--- src/rtl/btn_pkg.sv ---
// Shared types and constants for the push-button debounce slice.
package btn_pkg;

    typedef enum logic [1:0] {
        S_LOW       = 2'b00,
        S_WAIT_HIGH = 2'b01,
        S_HIGH      = 2'b11,
        S_WAIT_LOW  = 2'b10
    } btn_state_t;

    localparam int DEF_DEBOUNCE_CYC = 20000;
    localparam int DEF_LONG_CYC     = 1000000;
    localparam int SIM_DEBOUNCE_CYC = 4;

endpackage

--- src/rtl/sync_ff.sv ---
// SYNC_STAGES-deep flop chain bringing an asynchronous pin into the clk domain.
module sync_ff #(
    parameter int SYNC_STAGES = 2,
    parameter bit RST_VAL     = 1'b0
) (
    input  logic clk,
    input  logic rst,
    input  logic d,
    output logic q
);

    logic [SYNC_STAGES-1:0] sync_q;

    always_ff @(posedge clk or posedge rst) begin
        if (rst) begin
            sync_q <= {SYNC_STAGES{RST_VAL}};
        end else begin
            sync_q <= {sync_q[SYNC_STAGES-2:0], d};
        end
    end

    assign q = sync_q[SYNC_STAGES-1];

endmodule

--- src/rtl/btn_debounce.sv ---
// Push-button debouncer: synchroniser plus stability-counter FSM producing Level.
// Optional long-press indicator enabled by defining DEBOUNCE_LONGPRESS_EN.
module btn_debounce
    import btn_pkg::*;
#(
    parameter int SYNC_STAGES  = 2,
    parameter int DEBOUNCE_CYC = DEF_DEBOUNCE_CYC,
    parameter int CNT_W        = 16,
    parameter bit ACTIVE_LOW   = 1'b0
`ifdef DEBOUNCE_LONGPRESS_EN
    ,
    parameter int LONG_CYC     = DEF_LONG_CYC
`endif
) (
    input  logic clk,
    input  logic rst,
    input  logic btn_raw,
    output logic Level,
    output logic busy
`ifdef DEBOUNCE_LONGPRESS_EN
    ,
    output logic long_hold
`endif
);

    // The entry edge into a WAIT state is the first stable sample, so the
    // last counted sample lands at DEBOUNCE_CYC-2 on the counter.
    localparam logic [CNT_W-1:0] CNT_LAST = CNT_W'(DEBOUNCE_CYC - 2);

    logic             btn_sync;
    logic             btn_s;
    btn_state_t       state;
    logic [CNT_W-1:0] cnt;

    // Reset value is the released pin level, so btn_s resets to 0.
    sync_ff #(
        .SYNC_STAGES(SYNC_STAGES),
        .RST_VAL    (ACTIVE_LOW)
    ) u_sync (
        .clk(clk),
        .rst(rst),
        .d  (btn_raw),
        .q  (btn_sync)
    );

    assign btn_s = btn_sync ^ ACTIVE_LOW;

    always_ff @(posedge clk or posedge rst) begin
        if (rst) begin
            state <= S_LOW;
            cnt   <= '0;
            Level <= 1'b0;
            busy  <= 1'b0;
        end else begin
            case (state)
                S_LOW: begin
                    if (btn_s) begin
                        state <= S_WAIT_HIGH;
                        cnt   <= '0;
                        busy  <= 1'b1;
                    end
                end
                S_WAIT_HIGH: begin
                    if (!btn_s) begin
                        state <= S_LOW;
                        cnt   <= '0;
                        busy  <= 1'b0;
                    end else if (cnt == CNT_LAST) begin
                        state <= S_HIGH;
                        cnt   <= '0;
                        Level <= 1'b1;
                        busy  <= 1'b0;
                    end else begin
                        cnt <= cnt + 1'b1;
                    end
                end
                S_HIGH: begin
                    if (!btn_s) begin
                        state <= S_WAIT_LOW;
                        cnt   <= '0;
                        busy  <= 1'b1;
                    end
                end
                S_WAIT_LOW: begin
                    if (btn_s) begin
                        state <= S_HIGH;
                        cnt   <= '0;
                        busy  <= 1'b0;
                    end else if (cnt == CNT_LAST) begin
                        state <= S_LOW;
                        cnt   <= '0;
                        Level <= 1'b0;
                        busy  <= 1'b0;
                    end else begin
                        cnt <= cnt + 1'b1;
                    end
                end
                default: begin
                    state <= S_LOW;
                    cnt   <= '0;
                    Level <= 1'b0;
                    busy  <= 1'b0;
                end
            endcase
        end
    end

`ifdef DEBOUNCE_LONGPRESS_EN
    localparam int               HOLD_W   = $clog2(LONG_CYC + 1);
    localparam logic [HOLD_W-1:0] HOLD_MAX = HOLD_W'(LONG_CYC);
    localparam logic [HOLD_W-1:0] HOLD_PRE = HOLD_W'(LONG_CYC - 1);

    logic [HOLD_W-1:0] hold_cnt;
    logic              level_fall;

    // long_hold must drop on the same edge Level does, so look ahead.
    assign level_fall = (state == S_WAIT_LOW) && !btn_s && (cnt == CNT_LAST);

    always_ff @(posedge clk or posedge rst) begin
        if (rst) begin
            hold_cnt  <= '0;
            long_hold <= 1'b0;
        end else if (!Level || level_fall) begin
            hold_cnt  <= '0;
            long_hold <= 1'b0;
        end else if (hold_cnt != HOLD_MAX) begin
            hold_cnt <= hold_cnt + 1'b1;
            if (hold_cnt == HOLD_PRE) begin
                long_hold <= 1'b1;
            end
        end
    end
`endif

endmodule
--- config.mk ---
export PLATFORM = sky130hd
export DESIGN_NAME = btn_debounce
export DESIGN_NICKNAME = d
export VERILOG_FILES = /design/src/rtl/btn_pkg.sv /design/src/rtl/sync_ff.sv /design/src/rtl/btn_debounce.sv
export SDC_FILE = /design/constraint.sdc
export NUM_CORES = 1
export LEC_CHECK = 0
export ABC_AREA = 1
export ABC_CLOCK_PERIOD_IN_PS = 2090
export CAP_MARGIN = 30
export CORE_MARGIN = 1.5
export CORE_UTILIZATION = 45
export DETAILED_ROUTE_END_ITERATION = 16
export HOLD_SLACK_MARGIN = 0.08
export PLACE_DENSITY_LB_ADDON = 0.2
export REMOVE_ABC_BUFFERS = 1
export SKIP_CTS_REPAIR_TIMING = 1
export SYNTH_ARGS = -nofsm -noshare
export SYNTH_HDL_FRONTEND = slang
export SYNTH_SLANG_ARGS = --single-unit
--- constraint.sdc ---
create_clock -name clk -period 2.09 [get_ports clk]
set_input_delay 0.418 -clock clk [delete_from_list [all_inputs] [get_ports clk]]
set_output_delay 0.418 -clock clk [all_outputs]
set_load 0.02 [all_outputs]
-- Yosys cells after proc, flatten, opt, wreduce, memory -nomap -nowiden
Cells that the tools add are included.
- register bits: 22
- input bits: 3
- word-level logic and storage cells: 47
- add/sub/neg operators: 1
- equality and inequality tests: 12
- muxes and demuxes: 24
- reductions and logical operators: 5
- operator list (kind ; count):
    $mux 16 ; 5
    $pmux 16 s4 ; 1
    $add 16x1->16 const B ; 1
    $eq 16x15->1 const B ; 1
    $mux 2 ; 6
    $mux 1 ; 9
    $ne 2x2->1 const B ; 4
    $pmux 2 s4 ; 1
    $reduce_and 5->1 ; 1
    $eq 2x2->1 const B ; 2
    $ne 2x1->1 const B ; 2
    $pmux 1 s4 ; 1
    $reduce_and 4->1 ; 1
    $ne 3x2->1 const B ; 1
    $ne 3x3->1 const B ; 1
    $eq 2x1->1 const B ; 1
    $logic_not 2->1 ; 1
    $pmux 1 s2 ; 1
    $reduce_and 2->1 ; 1
    $reduce_bool 2->1 ; 1

-- Depth between registers and ports, before layout
- depth in word-level cells: 4
- gate-level depth with buffers: 11
- mapped depth without buffers: 11

-- Cells and area by module
A second synthesis with hierarchy kept.
- cells, all modules: 205
- area, all modules: 1483.9 um^2
- by module, submodules not included (module ; instances ; cells each ; area each (um^2)):
    btn_debounce ; 1 ; 202 ; 1430.1
    sync_ff ; 1 ; 3 ; 53.8

-- Least setup slack after synthesis
Ideal clock, no wire load.
- path kind: register -> register
- start: reg state[0]
- end: reg cnt[14]
- setup time: 0.122 ns
- data arrival time: 1.333 ns
- required time: 1.968 ns
- path slack: 0.635 ns
- stages on the path, launching flop included: 11
- path buffers: 0
- clock period less this slack: 1.455 ns
- cell sequence: dfrtp_1 -> inv_1 -> ha_1 -> inv_1 -> nand2_1 -> nand2_4 -> nand2_2 -> nor2_4 -> nand2_1 -> nor3_1 -> nor2_1
- word-level cells in the longest chain between the ends: 3
- elaborated cells between the ends (all ways): 8
- classes of those cells: 5 x eq/ne; 1 x mux; 2 x reduce/logical
- RTL lines (what ; RTL line ; source):
    start, declared ; btn_debounce.sv:32 ; btn_state_t state;
    start signal, assigned ; btn_debounce.sv:50 ; state <= S_LOW;
    start signal, assigned ; btn_debounce.sv:58 ; state <= S_WAIT_HIGH;
    start signal, assigned ; btn_debounce.sv:65 ; state <= S_LOW;
    $eq 2x2->1 / $logic_not 2->1 (equally long branches) ; btn_debounce.sv:55 ; case (state)
    $ne 2x2->1 (no source line) / $ne 2x1->1 (equally long branches) ; -- ;
    $reduce_and 2->1 (no source line) ; -- ;
    end signal, assigned ; btn_debounce.sv:74 ; cnt <= cnt + 1'b1;
    end signal, assigned ; btn_debounce.sv:95 ; cnt <= cnt + 1'b1;
    end, declared ; btn_debounce.sv:33 ; logic [CNT_W-1:0] cnt;
Several ways; a longest one is shown, not always the timed one.
A chain may end at the register's enable or synchronous reset.

-- Final worst setup path
Same ends and word-level chain as after synthesis.

==> impl_metrics.env <==
export IMPL_grt_usage_pct=16.8
export IMPL_vdd_ir_drop_max_mv=0.403
export IMPL_start_util_pct=48.7
export IMPL_grt_antenna_before_repair=0
export IMPL_die_area_um2=3370
export IMPL_die_h_um=58.1
export IMPL_synthCells=180
export IMPL_cp_startpoint="state[0]"
export IMPL_final_common_cell="nand2_1"
export IMPL_rsz0062_at_grt="no"
export IMPL_nNetsFinal=197
export IMPL_powerDensity_nw_per_um2=827
export IMPL_io_pins=5
export IMPL_violations="DRC"
export IMPL_timing_hold_ws_ns=0.365
export IMPL_ys_warn_count=0
export IMPL_setup_viol=0
export IMPL_worst_pin_slew_ns=0.425
export IMPL_drtIter0Drc=26
export IMPL_cp_max_fo=17
export IMPL_coreArea_um2=2810
export IMPL_synthArstFlopShare_pct=100
export IMPL_ys_seq_area_share_pct=40.3
export IMPL_drv_cap=0
export IMPL_slowest_stage="dfrtp_1"
export IMPL_maxSlewHeadroom_pct=71.6
export IMPL_critPathMaxStageDelay_ns=0.43
export IMPL_reg2reg_from="state[0]"
export IMPL_fin_worst_skew_ns=0.00297
export IMPL_gp_congestion=0.841
export IMPL_ys_ff_latch=22
export IMPL_hp_class="reg2reg"
export IMPL_path_class="reg2reg"
export IMPL_fin_crit_ns=1.78
export IMPL_htree_num_levels=1
export IMPL_avgSynthCellArea_um2=7.58
export IMPL_crit_chain="inv_1 -> ha_1 -> inv_1 -> nand2_1 -> nand2_4 -> nand2_2 -> nor2_4 -> nand2_1 -> nor3_1 -> nor2_1"
export IMPL_leakagePower_uw=0.000673
export IMPL_grt_pass1_wl_um=4420
export IMPL_worstPathArrival_ns=1.98
export IMPL_fin_tns_setup_ns=0
export IMPL_critPathRequiredTime_ns=2.29
export IMPL_grt_start_max_net_pins=18
export IMPL_clk_pin_slew_worst_paths_ns=0.12
export IMPL_portBuffers=4
export IMPL_drt_pass1_iterations=11
export IMPL_clkSinkCount=22
export IMPL_startpoint_type="register"
export IMPL_status="complete, but fails checks"
export IMPL_avgViaCountPerCell=5.07
export IMPL_post_route_period_util_pct=85.0
export IMPL_max_freq_mhz=563
export IMPL_insertion_delay_ns=0.30
export IMPL_n_antenna_cell=0
export IMPL_drc=1
export IMPL_maxSlewViolCount=0
export IMPL_mostFrequentLayoutCells="nand2_1 (43), inv_1 (26), nor2_1 (23)"
export IMPL_cts_buffers=3
export IMPL_ys_types=26
export IMPL_netlist_area_um2=1370
export IMPL_routed_wl_um=2500
export IMPL_cts_tree="done"
export IMPL_min_from="u_sync.sync_q[0]"
export IMPL_wl_per_cell_um=11.5
export IMPL_drive_gt1_share_pct=14.5
export IMPL_root_buffer="clkbuf_4"
export IMPL_grt_ovfl_total=0
export IMPL_synth_ff_type="dfrtp_1"
export IMPL_hold_violations=0
export IMPL_placementRows=19
export IMPL_cts_path_max_buffers=2
export IMPL_die_w_um=58.1
export IMPL_detailed_place_hpwl_um=1990
export IMPL_syn_to_final_growth_pct=6.14
export IMPL_ant_nets=0
export IMPL_synth_edff_count=0
export IMPL_end_kind="register"
export IMPL_fillers=293
export IMPL_vias=1100
export IMPL_first_global_vias=1058
==> kinds of logic (layout without fill, tap and decap cells) <==
group	count (synthesis)	in the layout	synth area share [%]
AO/OA/AOI/OAI	13	13	5.22
XOR/XNOR	5	5	3.21
adder cells (fa/ha/maj)	6	6	5.50
buffers and inverters	30	36	9.72
flip-flops	22	22	40.3
AND/OR/NAND/NOR	104	104	36.0
==> state kept, by name, summed over array words and instances (netlist names) <==
signal / flops
state: 2
busy: 1
cnt: 16
u_sync.sync_q: 2
Level: 1
==> final cells by class <==
| class | instances | area (µm²) | area share [%] |
|---|---|---|---|
| Clock buffer | 3 | 22.5 | 1.55 |
| Inverter | 28 | 108 | 7.43 |
| Multi-Input combinational cell | 128 | 682 | 47.1 |
| Sequential cell | 22 | 551 | 38.0 |
| Tap cell | 31 | 38.8 | 2.68 |
| Timing Repair Buffer | 5 | 47.5 | 3.28 |
==> cell usage after synthesis (2+ instances only) <==
master | number | area share, %
nand2_1 | 43 | 12
inv_1 | 26 | 7.1
nor2_1 | 23 | 6.3
dfrtp_1 | 22 | 40
nor2_2 | 12 | 5.5
o21ai_0 | 8 | 2.9
nand3_1 | 7 | 2.6
nand4_1 | 7 | 3.2
ha_1 | 6 | 5.5
nand2_2 | 4 | 1.8
xor2_1 | 4 | 2.6
nor3_1 | 3 | 1.1
nand2_4 | 2 | 1.6
==> power breakdown <==
group	leakage, µW	switching (µW)	internal [µW]	total, µW
logic	0.000363	324	158	481
registers	0.000297	47.2	477	524
clock network	0.0000138	125	67.3	192
==> metrics by stage <==
stage	power (µW)	cell area, µm²	utilization (%)	setup WS [ns]	cells
after floorplan	896	1340	-	0.573	178
after global placement	998	1430	50.8	0.476	214
after detailed placement	1020	1430	50.8	0.343	214
after CTS	1210	1450	51.7	0.328	217
after global routing	1300	1450	51.7	0.144	217
final	1200	1450	51.7	0.313	217
==> worst max-delay path, delay by kind of cell (launching register included) <==
kind / cells / cell delay, ns
flip-flops: 1 / 0.43
buffers and inverters: 2 / 0.16
AND/OR/NAND/NOR: 7 / 0.88
adder cells (fa/ha/maj): 1 / 0.21
==> layer usage <==
| metal | GRT usage (%) | vias up | part of all wire, % |
|---|---|---|---|
| met5 | 0 | - | 0 |
| met4 | 6.98 | 0 | 1.5 |
| met3 | 2.01 | 5 | 3.2 |
| met2 | 25.8 | 20 | 45 |
| met1 | 24.1 | 505 | 50 |
| li1 | - | 570 | - |
==> worst paths after layout <==
kind                                          to  slack (ns)  depth (start not counted)
worst max-delay path                     cnt[14]        0.31                         10
worst min-delay path            u_sync.sync_q[1]        0.37                          0
worst max register to register           cnt[14]        0.31                         10
worst min register to register  u_sync.sync_q[1]        0.37                          0
max in group asynchronous                cnt[15]        1.19                          3
min in group asynchronous                 cnt[2]        0.40                          2
Power figures use the tool's default switching activity.
